<file path="src/rtl/v850_pkg.sv">
// Shared types, widths and helpers for the v850 instruction fetch stage.
package v850_pkg;

  localparam int PC_W = 26;

  typedef enum logic [1:0] {
    IDLE,
    WAIT,
    DROP
  } fetch_state_t;

  // Any halfword with bits [10:9] set starts a 32-bit (or unsupported 48-bit) form.
  function automatic logic is_len32(input logic [15:0] hw);
    return (hw[10:9] == 2'b11);
  endfunction

  function automatic logic [31:0] sext_pc(input logic [PC_W-1:0] pc);
    return {{(32-PC_W){pc[PC_W-1]}}, pc};
  endfunction

endpackage

</file>
<file path="src/rtl/fetch_hw_queue.sv">
// Four-entry halfword FIFO; accepts and releases one or two halfwords per cycle.
module fetch_hw_queue
  import v850_pkg::*;
(
  input  logic        i_clk,
  input  logic        i_rst,
  input  logic        i_flush,
  input  logic [1:0]  i_pushCnt,
  input  logic [15:0] i_pushLo,
  input  logic [15:0] i_pushHi,
  input  logic [1:0]  i_popCnt,
  output logic [2:0]  o_count,
  output logic [15:0] o_head0,
  output logic [15:0] o_head1
);

  logic [15:0] r_mem [4];
  logic [1:0]  r_rdPtr;
  logic [2:0]  r_count;
  logic [1:0]  w_wrPtr;

  assign w_wrPtr = r_rdPtr + r_count[1:0];

  always_ff @(posedge i_clk) begin
    if (i_rst || i_flush) begin
      r_rdPtr <= 2'd0;
      r_count <= 3'd0;
    end else begin
      r_rdPtr <= r_rdPtr + i_popCnt;
      r_count <= r_count + {1'b0, i_pushCnt} - {1'b0, i_popCnt};
    end
  end

  // Writes land past the old tail, so slots freed by a same-cycle pop may be reused.
  always_ff @(posedge i_clk) begin
    if (!i_rst && !i_flush) begin
      if (i_pushCnt != 2'd0) r_mem[w_wrPtr] <= i_pushLo;
      if (i_pushCnt == 2'd2) r_mem[w_wrPtr + 2'd1] <= i_pushHi;
    end
  end

  assign o_count = r_count;
  assign o_head0 = r_mem[r_rdPtr];
  assign o_head1 = r_mem[r_rdPtr + 2'd1];

endmodule

</file>
<file path="src/rtl/v850_fetch.sv">
// Fetch stage: word requests to imem, halfword queue, length decode and redirect handling.
module v850_fetch
  import v850_pkg::*;
#(
  parameter logic [31:0] RESET_VECTOR = 32'h0000_0000
) (
  input  logic        clk,
  input  logic        rst,
  output logic        imem_req,
  output logic [31:0] imem_addr,
  input  logic        imem_ready,
  input  logic        imem_rvalid,
  input  logic [31:0] imem_rdata,
  input  logic        redirect_valid,
  input  logic [31:0] redirect_pc,
  output logic        inst_valid,
  input  logic        inst_ready,
  output logic [31:0] inst_word,
  output logic        inst_len32,
  output logic [31:0] inst_pc
);

  fetch_state_t r_state, w_nextState;
  logic [PC_W-1:0] r_headPc, r_fetchAddr;
  logic            r_skipLow;

  logic        w_accept, w_resp, w_deq, w_headLen32, w_instValid;
  logic [1:0]  w_pushCnt, w_popCnt;
  logic [2:0]  w_count;
  logic [15:0] w_head0, w_head1, w_pushLo;
  logic        w_unusedBits;

  assign w_unusedBits = ^redirect_pc[31:PC_W];

  assign w_accept    = imem_req && imem_ready;
  assign w_resp      = (r_state == WAIT) && imem_rvalid && !redirect_valid;
  assign w_headLen32 = is_len32(w_head0);
  assign w_instValid = (w_count >= 3'd2) || ((w_count == 3'd1) && !w_headLen32);
  assign w_deq       = w_instValid && inst_ready && !redirect_valid;
  assign w_popCnt    = !w_deq ? 2'd0 : (w_headLen32 ? 2'd2 : 2'd1);
  assign w_pushCnt   = !w_resp ? 2'd0 : (r_skipLow ? 2'd1 : 2'd2);
  assign w_pushLo    = r_skipLow ? imem_rdata[31:16] : imem_rdata[15:0];

  fetch_hw_queue u_queue (
    .i_clk     (clk),
    .i_rst     (rst),
    .i_flush   (redirect_valid),
    .i_pushCnt (w_pushCnt),
    .i_pushLo  (w_pushLo),
    .i_pushHi  (imem_rdata[31:16]),
    .i_popCnt  (w_popCnt),
    .o_count   (w_count),
    .o_head0   (w_head0),
    .o_head1   (w_head1)
  );

  always_ff @(posedge clk) begin
    if (rst) r_state <= IDLE;
    else     r_state <= w_nextState;
  end

  // A response arriving alongside a redirect still retires the request, so no DROP is needed.
  always_comb begin
    w_nextState = r_state;
    case (r_state)
      IDLE:    if (w_accept) w_nextState = WAIT;
      WAIT:    if (imem_rvalid) w_nextState = IDLE;
               else if (redirect_valid) w_nextState = DROP;
      DROP:    if (imem_rvalid) w_nextState = IDLE;
      default: w_nextState = IDLE;
    endcase
  end

  always_comb begin
    imem_req = !rst && (r_state == IDLE) && (w_count <= 3'd2) && !redirect_valid;
  end

  always_ff @(posedge clk) begin
    if (rst) begin
      r_headPc    <= RESET_VECTOR[PC_W-1:0] & ~(PC_W'(1));
      r_fetchAddr <= RESET_VECTOR[PC_W-1:0] & ~(PC_W'(3));
      r_skipLow   <= RESET_VECTOR[1];
    end else if (redirect_valid) begin
      r_headPc    <= redirect_pc[PC_W-1:0] & ~(PC_W'(1));
      r_fetchAddr <= redirect_pc[PC_W-1:0] & ~(PC_W'(3));
      r_skipLow   <= redirect_pc[1];
    end else begin
      if (w_accept) r_fetchAddr <= r_fetchAddr + PC_W'(4);
      if (w_resp)   r_skipLow   <= 1'b0;
      if (w_deq)    r_headPc    <= r_headPc + (w_headLen32 ? PC_W'(4) : PC_W'(2));
    end
  end

  assign imem_addr  = sext_pc(r_fetchAddr);
  assign inst_pc    = sext_pc(r_headPc);
  assign inst_valid = w_instValid;
  assign inst_len32 = w_instValid && w_headLen32;
  assign inst_word  = !w_instValid ? 32'h0 :
                      (w_headLen32 ? {w_head1, w_head0} : {16'h0, w_head0});

endmodule
</file>
<file path="config.mk">
export PLATFORM = sky130hd
export DESIGN_NAME = v850_fetch
export DESIGN_NICKNAME = d
export VERILOG_FILES = /design/src/rtl/v850_pkg.sv /design/src/rtl/fetch_hw_queue.sv /design/src/rtl/v850_fetch.sv
export SDC_FILE = /design/constraint.sdc
export NUM_CORES = 1
export LEC_CHECK = 0
export BUFFER_PORTS_ARGS = -buffer_cell sky130_fd_sc_hd__buf_4
export CAP_MARGIN = 20
export CORE_UTILIZATION = 55
export CTS_BUF_LIST = sky130_fd_sc_hd__clkbuf_8 sky130_fd_sc_hd__clkbuf_16
export DETAILED_ROUTE_END_ITERATION = 8
export PLACE_DENSITY = 0.88
export SLEW_MARGIN = 10
export SYNTH_ARGS = -nofsm -noshare
export SYNTH_HDL_FRONTEND = slang
export SYNTH_HIERARCHICAL = 1
export SYNTH_SLANG_ARGS = --single-unit
export TNS_END_PERCENT = 10
</file>
<file path="constraint.sdc">
create_clock -name clk -period 3.88 [get_ports clk]
set_clock_uncertainty 0.1 [all_clocks]
set_input_delay 0.194 -clock clk [delete_from_list [all_inputs] [get_ports clk]]
set_output_delay 0.194 -clock clk [all_outputs]
set_load 0.02 [all_outputs]
</file>
==> results of run 1 <==
-- logic make-up (layout without fill, tap and decap cells) --
| family | count (synthesis) | in the layout | share of synthesized area |
|---|---|---|---|
| flip-flops | 121 | 121 | 0.408 |
| multiplexers | 118 | 118 | 0.233 |
| adder cells (fa/ha/maj) | 8 | 8 | 0.0153 |
| AND/OR/NAND/NOR | 212 | 212 | 0.165 |
| XOR/XNOR | 29 | 29 | 0.0377 |
| buffers and inverters | 65 | 241 | 0.0492 |
| other | 1 | 3 | 0.000500 |
| AO/OA/AOI/OAI | 103 | 103 | 0.0908 |
-- area by class of cell --
cell class | count | area [µm²]
clock inverter | 15 | 201
tap | 176 | 220
fill | 836 | 3720
multi-input combinational | 473 | 4090
inverter | 13 | 48.8
clock buffer | 17 | 425
timing repair buffer | 196 | 1530
sequential | 121 | 3060
-- cell usage in the layout, fill, tap and decap left out, types with 4 or more instances in the layout --
cell                            Yosys  final
sky130_fd_sc_hd__and4_1             8      8
sky130_fd_sc_hd__and2_1            41     41
sky130_fd_sc_hd__nand3_1           23     23
sky130_fd_sc_hd__o211ai_1           9      9
sky130_fd_sc_hd__nor4_1             4      4
sky130_fd_sc_hd__dlygate4sd3_1      0     23
sky130_fd_sc_hd__and3_1             4      4
sky130_fd_sc_hd__clkbuf_16          0     17
sky130_fd_sc_hd__a21boi_0           8      8
sky130_fd_sc_hd__nand2_1           38     38
sky130_fd_sc_hd__a211oi_1           8      8
sky130_fd_sc_hd__mux2_4            18     18
sky130_fd_sc_hd__a21oi_1           29     29
sky130_fd_sc_hd__clkinv_4           0      6
sky130_fd_sc_hd__xor2_1            16     16
sky130_fd_sc_hd__dfxtp_1           57     56
sky130_fd_sc_hd__nor2b_1            6      6
sky130_fd_sc_hd__or3_1              4      4
sky130_fd_sc_hd__or2_2              4      4
sky130_fd_sc_hd__a31oi_1           11     11
sky130_fd_sc_hd__nand4_1           18     18
sky130_fd_sc_hd__inv_1             12     12
sky130_fd_sc_hd__mux2i_1            4      4
sky130_fd_sc_hd__edfxtp_1          64     64
sky130_fd_sc_hd__buf_4             16    173
sky130_fd_sc_hd__o21ai_0           14     14
sky130_fd_sc_hd__nor3_1            15     15
sky130_fd_sc_hd__bufinv_16          0      4
sky130_fd_sc_hd__mux2_2            54     54
sky130_fd_sc_hd__mux4_2            32     32
sky130_fd_sc_hd__xnor2_1           11     11
sky130_fd_sc_hd__ha_1               6      6
sky130_fd_sc_hd__mux2_1            10     10
sky130_fd_sc_hd__nor2_1            27     27
sky130_fd_sc_hd__nor3_4             4      4
-- sequential cells by signal, summed over array words and instances, names as in the netlist --
register / count
r_skipLow: 1
u_queue/o_count: 3
u_queue/r_rdPtr: 2
r_headPc: 25
r_state: 2
u_queue/r_mem: 64
r_fetchAddr: 24
-- stage by stage --
stage	instance area (µm²)	utilization	cells	hold slack, ps	total power (W)
after global routing	9580	0.720	1011	4.57	0.00364
after detailed placement	8720	0.656	956	296	0.00187
after floorplan	7510	-	659	171	0.00170
final	9580	0.720	1011	10.7	0.00355
after global placement	8720	0.656	956	279	0.00185
after CTS	9580	0.720	1011	1.61	0.00355
-- what timing repair did --
item                      CTS  global route
setup buffers               0             0
hold endpoints to repair   39             0
hold buffers               23             0
gates resized for setup     0             0
-- how the worst max path moves through the flow --
stage / startpoint / end / slack, ps / cells after the start
after floorplan: u_queue/r_rdPtr[1]$_SDFF_PP0_ / u_queue/o_count[2]$_SDFF_PP0_ / 510 / 11
after global placement: u_queue/r_rdPtr[0]$_SDFF_PP0_ / u_queue/o_count[2]$_SDFF_PP0_ / 600 / 9
after detailed placement: u_queue/r_rdPtr[0]$_SDFF_PP0_ / u_queue/o_count[2]$_SDFF_PP0_ / 460 / 9
after CTS: u_queue/r_rdPtr[0]$_SDFF_PP0_ / u_queue/o_count[2]$_SDFF_PP0_ / 360 / 9
after global routing: u_queue/r_rdPtr[0]$_SDFF_PP0_ / u_queue/o_count[2]$_SDFF_PP0_ / 80 / 9
final: u_queue/r_rdPtr[0]$_SDFF_PP0_ / u_queue/o_count[2]$_SDFF_PP0_ / 290 / 9
-- per-layer routing --
metal / track usage / up-vias / routed length (µm)
met1: 0.355 / 3083 / 7630
met2: 0.527 / 423 / 10700
met3: 0.0714 / 68 / 2020
met5: 0 / - / 0
met4: 0.143 / 0 / 715
li1: - / 2806 / -
-- power groups by stage --
stage	clock, W	sequential (W)	combinational (W)
after floorplan	0	0.00150	0.000204
after global placement	0	0.00146	0.000387
after detailed placement	0	0.00147	0.000401
after CTS	0.00169	0.00144	0.000425
after global routing	0.00174	0.00145	0.000456
final	0.00167	0.00144	0.000431
==> reports/qor.csv, run 1 <==
metric,value,unit
critical path class,flip-flop to flip-flop,
ys flop type,sky130_fd_sc_hd__edfxtp_1,
DPL Wire Length,13700,µm
critical path arrival,3770,ps
Final Max Tran Viols,0,
launch point of the worst hold path,imem_rdata[20],
final layout net count,900,
share of post-route cells with drive strength above 1,0.395,
Area Growth Syn to Fin,27.6,%
deepest level of the CTS H-tree,4,
antenna violations before repair,0,
Hold Path Sink,u_queue/r_mem[0][4]$_DFFE_PP_,
post-detailed-route DRC marker count,0,
top cells by instance count after synthesis,"64 x sky130_fd_sc_hd__edfxtp_1, 57 x sky130_fd_sc_hd__dfxtp_1, 54 x sky130_fd_sc_hd__mux2_2",
unrepaired setup endpoints after global routing,no,
critical register-to-register path endpoint,u_queue/o_count[2]$_SDFF_PP0_,
number of detailed-routing iterations run before antenna repair,5,
P per Cell Area,371,nW/µm²
Num CTS Buffers,17,
yosys synthesis warning count,6,
total vias in the final route,6380,
total number of placement rows,42,
fraction of the cycle the final worst path needs,0.925,
worst hold path stage count,2,
cell-by-cell listing of the critical path,mux4_2 -> a21boi_2 -> o21ai_0 -> nor3_1 -> inv_1 -> fa_1 -> fa_1 -> xnor2_1 -> nor3_1,
kind of start point of the critical path,flip-flop,
required time at the worst-slack endpoint,4060,ps
asr flop ratio synth,0,
area of the core,13300,µm²
library cell contributing the largest single delay on the critical path,sky130_fd_sc_hd__dfxtp_1,
final setup TNS,0,ps
wire length of the first global-routing pass,32700,µm
remaining global-route overflow,0,
number of clock sinks,121,
flop-to-flop setup slack,290,ps
static leakage power,3.67,nW
chip width,119,µm
family of cells with the greatest summed delay on the critical path,adder cells,
Final Hold Vio Count,0,
number of port buffers,158,
number of global-route vias before repair,6265,
Internal,0.00268,W
number of enable flip-flop cells after synthesis,64,
share of the synthesized area in the top cell type,0.256,
Slew Limit Headroom,0.305,
All-Layer GR Usage,0.304,
final wirelength,21100,µm
wire per inst,20.9,µm
status,"complete, no violations",
count of antenna diodes in the layout,0,
highest fanout seen on the critical path,13,
worst vdd rail ir drop,0.306,mV
crit path capture type,flip-flop,
floorplan die area,14100,µm²
syn_area_per_cell,11.4,µm²
Synth cell types,69,
clock group share of total power,0.472,
clock root buffer master,sky130_fd_sc_hd__clkbuf_16,
maximum number of buffers from clock root to sink,2,
effective utilization at floorplan,0.565,
sequential share of power,0.407,
largest incremental delay on the critical path,710,ps
biggest area consumer among synthesized cells,sky130_fd_sc_hd__edfxtp_1,
clock edge transition at the registers on the reported setup and hold paths,60,ps
max-cap viol count,0,
pin count of the biggest net entering global routing,49,
sequential share of the synthesized area,0.408,
dominant cell by count in the synthesized netlist,sky130_fd_sc_hd__edfxtp_1,
depth of the worst register-to-register path,9,
count of boundary I/O pins,169,
count of buffer and inverter cells on the critical path,1,
class of the tightest hold or removal check,input pin to flip-flop,
net switching share of the total power,0.246,
combined area of all synthesized cells,7510,µm²
number of endpoints failing setup at the final stage,0,
setup ws final,291,ps
highest attainable clock frequency,0.279,GHz
violation count after the first detailed-routing iteration,721,
"antenna viol nets, final",0,
Seq cells post-synth,121,
power share of the combinational group,0.121,
final worst path period need,3590,ps
final estimated routing congestion in global placement,0.893,
leading post-synthesis cells by cell area,"sky130_fd_sc_hd__edfxtp_1 26%, sky130_fd_sc_hd__dfxtp_1 15%, sky130_fd_sc_hd__mux4_2 9.6%, sky130_fd_sc_hd__mux2_2 8.1%, sky130_fd_sc_hd__mux2_4 3.6%",
post-place setup slack,457,ps
number of vias per cell after detailed routing,6.31,
launch instance of the worst register-to-register path,u_queue/r_rdPtr[0]$_SDFF_PP0_,
Mapped Cells,657,
switching power,0.000873,W
clock network latency to the later pin of the worst-skew pair,420,ps
TritonCTS clock tree,yes,
Chip Height,119,µm
slew at the pin with the worst max-slew slack,1040,ps
No activity file was read; power rests on OpenSTA's default activity.
==> inputs of run 2 (changes only) <==
--- a/config.mk
+++ b/config.mk
@@ -7,10 +7,14 @@
 export LEC_CHECK = 0
 export BUFFER_PORTS_ARGS = -buffer_cell sky130_fd_sc_hd__buf_4
 export CAP_MARGIN = 20
-export CORE_UTILIZATION = 55
+export CELL_PAD_IN_SITES_DETAIL_PLACEMENT = 1
+export CELL_PAD_IN_SITES_GLOBAL_PLACEMENT = 2
+export CORE_UTILIZATION = 35
 export CTS_BUF_LIST = sky130_fd_sc_hd__clkbuf_8 sky130_fd_sc_hd__clkbuf_16
 export DETAILED_ROUTE_END_ITERATION = 8
-export PLACE_DENSITY = 0.88
+export GPL_ROUTABILITY_DRIVEN = 0
+export PLACE_DENSITY = 0.87
+export RECOVER_POWER = 50
 export SLEW_MARGIN = 10
 export SYNTH_ARGS = -nofsm -noshare
 export SYNTH_HDL_FRONTEND = slang
==> reports/qor.csv, run 2 (synthesis gave the netlist of run 1 again) <==
metric,value,unit,change
number of port buffers,158,,unchanged
count of boundary I/O pins,169,,unchanged
max-cap viol count,0,,unchanged
clock edge transition at the registers on the reported setup and hold paths,60,ps,about the same
All-Layer GR Usage,0.206,,-0.0979
fin cells,1111,,+9.9%
share of post-route cells with drive strength above 1,0.306,,-0.0890
number of global-route vias before repair,6123,,-2.3%
TritonCTS clock tree,yes,,
DPL Wire Length,15300,µm,+12%
number of endpoints failing setup at the final stage,0,,unchanged
static leakage power,3.35,nW,-8.7%
clock network latency to the later pin of the worst-skew pair,420,ps,about the same
count of antenna diodes in the layout,0,,unchanged
clock root buffer master,sky130_fd_sc_hd__clkbuf_16,,
Final Max Tran Viols,0,,unchanged
maximum number of buffers from clock root to sink,2,,unchanged
final setup TNS,0,ps,unchanged
wire per inst,20.0,µm,-4.1%
critical path arrival,3690,ps,-80 ps
number of vias per cell after detailed routing,5.38,,-15%
worst vdd rail ir drop,0.286,mV,-6.3%
number of clock sinks,121,,unchanged
cell total after placement,1053,,+10%
Slew Limit Headroom,0.230,,-0.0745
pin count of the biggest net entering global routing,49,,unchanged
Largest register FFs,64,,unchanged
setup ws final,366,ps,+74.4 ps
final wirelength,22200,µm,+5.4%
required time at the worst-slack endpoint,4060,ps,about the same
status,"complete, no violations",,
"commonest non-fill, non-tap cell in the layout",sky130_fd_sc_hd__buf_4,,
violation count after the first detailed-routing iteration,265,,-63%
total vias in the final route,5978,,-6.3%
total number of placement rows,53,,+26%
Final Hold Vio Count,0,,unchanged
Detail Route met3 WL,1250,µm,-38%
post-CTS setup-driven buffer insertion count,0,,unchanged
crit path capture type,flip-flop,,
final worst path period need,3510,ps,-74.4 ps
number of detailed-routing iterations run before antenna repair,4,,-1
P per Cell Area,362,nW/µm²,-2.4%
"antenna viol nets, final",0,,unchanged
Num CTS Buffers,17,,unchanged
antenna violations before repair,0,,unchanged
highest-count cells in the layout ignoring fill and taps,"101 x sky130_fd_sc_hd__buf_4, 70 x sky130_fd_sc_hd__clkbuf_1, 64 x sky130_fd_sc_hd__edfxtp_1",,
effective utilization at floorplan,0.357,,-0.208
deepest level of the CTS H-tree,4,,unchanged
Chip Height,148,µm,+25%
fraction of the cycle the final worst path needs,0.906,,-0.0192
unrepaired setup endpoints after global routing,no,,
chip width,148,µm,+25%
Tot Pwr,0.00340,W,-4.2%
post-detailed-route DRC marker count,0,,unchanged
Area Growth Syn to Fin,25.2,%,
wire length of the first global-routing pass,34500,µm,+5.4%
highest routing layer actually used,met4,,
kind of start point of the critical path,flip-flop,,
remaining global-route overflow,0,,unchanged
highest fanout seen on the critical path,6,,-7
class of the tightest hold or removal check,input pin to flip-flop,,
end-of-flow core utilization,0.447,,-0.273
leading registers by flop count,"u_queue/r_mem: 64 flops, r_headPc: 25 flops, r_fetchAddr: 24 flops",,
area of the core,21000,µm²,+58%
register bank with the most flops,u_queue/r_mem,,
highest attainable clock frequency,0.285,GHz,+2.1%
metal2 WL,10800,µm,+0.48%
routed length on met1,9850,µm,+29%
floorplan die area,22000,µm²,+56%
final layout net count,901,,+0.11%
critical path class,flip-flop to flip-flop,,
post-place setup slack,470,ps,+13.3 ps
slew at the pin with the worst max-slew slack,1150,ps,+112 ps
run 2: cell types whose count changed in the layout (fill, tap and decap cells not counted), sizes merged:
cell	delta
buf	-71
bufinv	-2
clkbuf	+70
clkinv	-1
clkinvlp	+1
dlygate4sd3	+2
inv	+2
run 2: layer usage:
layer | up-vias | track usage
li1 | 2807 | -
met1 | 2971 | 0.266
met2 | 176 | 0.340
met3 | 24 | 0.0479
met4 | 0 | 0.0644
met5 | - | 0
run 2: cell type report:
cell class              count  area [µm²]
fillers                  2330       11600
multi-input cells         473        4080
flip-flops and latches    121        3060
repair buffers            197        1290
clock buffers              17         425
well taps                 275         344
clock inverters            15         151
inverters                  13        48.8
run 2: per-stage QoR:
stage	hold WS, ps	area (µm²)
floorplan	171	7510
global placement	288	8830
detailed placement	291	8830
CTS	2.65	9660
global route	13.3	9400
finish	20.7	9400
run 2: final timing paths:
kind                            startpoint                       endpoint  slack [ps]  cells past startpoint
max reg2reg  u_queue/r_rdPtr[1]$_SDFF_PP0_  u_queue/o_count[2]$_SDFF_PP0_         370                      9
min                         imem_rdata[20]  u_queue/r_mem[1][4]$_DFFE_PP_          20                      2
max          u_queue/r_rdPtr[1]$_SDFF_PP0_  u_queue/o_count[2]$_SDFF_PP0_         370                      9
min reg2reg        r_state[1]$_SDFFE_PP0P_        r_state[0]$_SDFFE_PP0P_         370                      1
run 2: critical path, cell delays in order, from the launching register on:
cell and delay [ps]:
sky130_fd_sc_hd__dfxtp_1 530, sky130_fd_sc_hd__mux4_2 650, sky130_fd_sc_hd__a21boi_2 250, sky130_fd_sc_hd__o21ai_0 200, sky130_fd_sc_hd__nor3_1 300, sky130_fd_sc_hd__inv_1 120, sky130_fd_sc_hd__fa_1 510, sky130_fd_sc_hd__fa_1 450
sky130_fd_sc_hd__xnor2_1 190, sky130_fd_sc_hd__nor3_1 70
run 2: where the power goes:
group | internal [W] | switching (W)
Combinational | 0.000181 | 0.000221
Clock | 0.000944 | 0.000607
Sequential | 0.00139 | 0.0000567
run 2: timing repair:
item                      CTS  global route
gates resized for setup     0             0
hold endpoints to repair   47             0
hold buffers               25             0
==> inputs of run 3 (changes only) <==
==> constraint.sdc (replaced) <==
create_clock -name clk -period 3.88 [get_ports clk]
set_clock_uncertainty 0.1 [all_clocks]
set_input_delay 0.388 -clock clk [delete_from_list [all_inputs] [get_ports clk]]
set_output_delay 0.388 -clock clk [all_outputs]
set_load 0.02 [all_outputs]
==> reports/qor.csv, run 3 (synthesis gave the netlist of run 1 again) <==
metric,value,unit,change
status,"finished, violations left",,
violated checks,"max-capacitance violations, max-slew violations",,
Area Growth Syn to Fin,22.6,%,
unrepaired setup endpoints after global routing,no,,
Final Hold Vio Count,0,,unchanged
TritonCTS clock tree,yes,,
wire length of the first global-routing pass,33900,µm,-1.6%
total of cells resized after clock tree synthesis,0,,unchanged
final setup TNS,0,ps,unchanged
clock group share of total power,0.476,,+0.019
number of port buffers,158,,unchanged
wire per inst,19.7,µm,-1.5%
largest incremental delay on the critical path,610,ps,-40 ps
sequential share of power,0.415,,-0.010
slew at the pin with the worst max-slew slack,2000,ps,+842 ps
maximum number of buffers from clock root to sink,2,,unchanged
max-cap viol count,1,,+1
final worst path period need,3350,ps,-164 ps
count of buffer and inverter cells on the critical path,2,,+1
share of post-route cells with drive strength above 1,0.322,,+0.0160
cell-by-cell listing of the critical path,mux4_2 -> a21boi_2 -> o21a_1 -> clkbuf_1 -> and3_1 -> ha_1 -> inv_1 -> ha_1 -> fa_1 -> xnor2_1 -> nor3_1,,
highest fanout seen on the critical path,9,,+3
class of the tightest hold or removal check,input pin to flip-flop,,
net switching share of the total power,0.259,,-0.00109
"antenna viol nets, final",0,,unchanged
P per Cell Area,378,nW/µm²,+4.5%
final wirelength,21400,µm,-3.6%
worst vdd rail ir drop,0.260,mV,-9.3%
kind of start point of the critical path,flip-flop,,
post-detailed-route DRC marker count,0,,unchanged
post-CTS setup-driven buffer insertion count,0,,unchanged
Largest register FFs,64,,unchanged
Num CTS Buffers,17,,unchanged
final layout net count,878,,-2.6%
Final Max Tran Viols,45,,+45
post-place setup slack,582,ps,+111 ps
setup ws final,530,ps,+164 ps
number of global-route vias before repair,5952,,-2.8%
remaining global-route overflow,0,,unchanged
total number of placement rows,53,,unchanged
static leakage power,3.29,nW,-1.9%
violation count after the first detailed-routing iteration,309,,+17%
clock root buffer master,sky130_fd_sc_hd__clkbuf_16,,
highest attainable clock frequency,0.299,GHz,+4.9%
pin count of the biggest net entering global routing,49,,unchanged
power share of the combinational group,0.109,,-0.009
clock edge transition at the registers on the reported setup and hold paths,60,ps,about the same
area of the core,21000,µm²,unchanged
count of boundary I/O pins,169,,unchanged
"commonest non-fill, non-tap cell in the layout",sky130_fd_sc_hd__buf_4,,
leading registers by flop count,"u_queue/r_mem: 64 flops, r_headPc: 25 flops, r_fetchAddr: 24 flops",,
fraction of the cycle the final worst path needs,0.863,,-0.0424
cell total after placement,1056,,+0.28%
Slew Limit Headroom,-0.331,,-0.561
switching power,0.000902,W,+1.9%
crit path capture type,flip-flop,,
DPL Wire Length,15600,µm,+1.5%
clock network latency to the later pin of the worst-skew pair,420,ps,about the same
number of vias per cell after detailed routing,5.37,,-0.23%
total vias in the final route,5841,,-2.3%
Internal,0.00258,W,+2.5%
library cell contributing the largest single delay on the critical path,sky130_fd_sc_hd__mux4_2,,
number of clock sinks,121,,unchanged
hold_buf cts,0,,-100%
"Cell Area, Placed",8850,µm²,+0.26%
number of detailed-routing iterations run before antenna repair,4,,unchanged
deepest level of the CTS H-tree,4,,unchanged
antenna violations before repair,0,,unchanged
highest-count cells in the layout ignoring fill and taps,"106 x sky130_fd_sc_hd__buf_4, 68 x sky130_fd_sc_hd__clkbuf_1, 64 x sky130_fd_sc_hd__edfxtp_1",,
family of cells with the greatest summed delay on the critical path,adder cells,,
Final Cell Area,9200,µm²,-2.1%
critical path arrival,3510,ps,-180 ps
required time at the worst-slack endpoint,4040,ps,-20 ps
number of endpoints failing setup at the final stage,0,,unchanged
All-Layer GR Usage,0.201,,-0.00434
count of antenna diodes in the layout,0,,unchanged
floorplan die area,22000,µm²,unchanged
end-of-flow core utilization,0.438,,-0.00946
fin cells,1088,,-2.1%
chip width,148,µm,unchanged
effective utilization at floorplan,0.357,,unchanged
Chip Height,148,µm,unchanged
register bank with the most flops,u_queue/r_mem,,
Crit path top cell by count,sky130_fd_sc_hd__ha_1,,
critical path class,flip-flop to flip-flop,,
## run 3: layout make-up
| type | count | area [µm²] |
|---|---|---|
| Clock inverter | 15 | 190 |
| Sequential cell | 121 | 3060 |
| Tap cell | 275 | 344 |
| Fill cell | 2306 | 11800 |
| Inverter | 13 | 48.8 |
| Multi-Input combinational cell | 473 | 4080 |
| Timing Repair Buffer | 174 | 1050 |
| Clock buffer | 17 | 425 |
## run 3: power by group through the flow
stage	registers [W]	clock network, W	logic, W
floorplan	0.00150	0	0.000204
global placement	0.00147	0	0.000403
detailed placement	0.00147	0	0.000414
CTS	0.00145	0.00169	0.000416
global route	0.00145	0.00173	0.000411
finish	0.00144	0.00165	0.000379
## run 3: per-stage QoR
stage               hold slack, ps  total power [W]
floorplan                      339          0.00170
global placement               370          0.00187
global route                  59.9          0.00359
finish                        56.4          0.00348
CTS                           38.7          0.00355
detailed placement             370          0.00189
## run 3: final timing paths
path / slack [ps] / cells after the start / end / start
setup / recovery: 530 / 11 / u_queue/o_count[2]$_SDFF_PP0_ / u_queue/r_rdPtr[1]$_SDFF_PP0_
hold / removal: 60 / 2 / r_state[1]$_SDFFE_PP0P_ / imem_rvalid
setup reg to reg: 530 / 11 / u_queue/o_count[2]$_SDFF_PP0_ / u_queue/r_rdPtr[1]$_SDFF_PP0_
hold reg to reg: 380 / 1 / r_state[0]$_SDFFE_PP0P_ / r_state[1]$_SDFFE_PP0P_
## run 3: routing by layer
metal / share of wire / wire (µm) / vias to the layer above / track usage
met3: 0.055 / 1180 / 20 / 0.0408
met2: 0.48 / 10300 / 191 / 0.331
met4: 0.015 / 332 / 0 / 0.0675
met1: 0.45 / 9600 / 2872 / 0.264
li1: - / - / 2758 / -
met5: 0 / 0 / - / 0
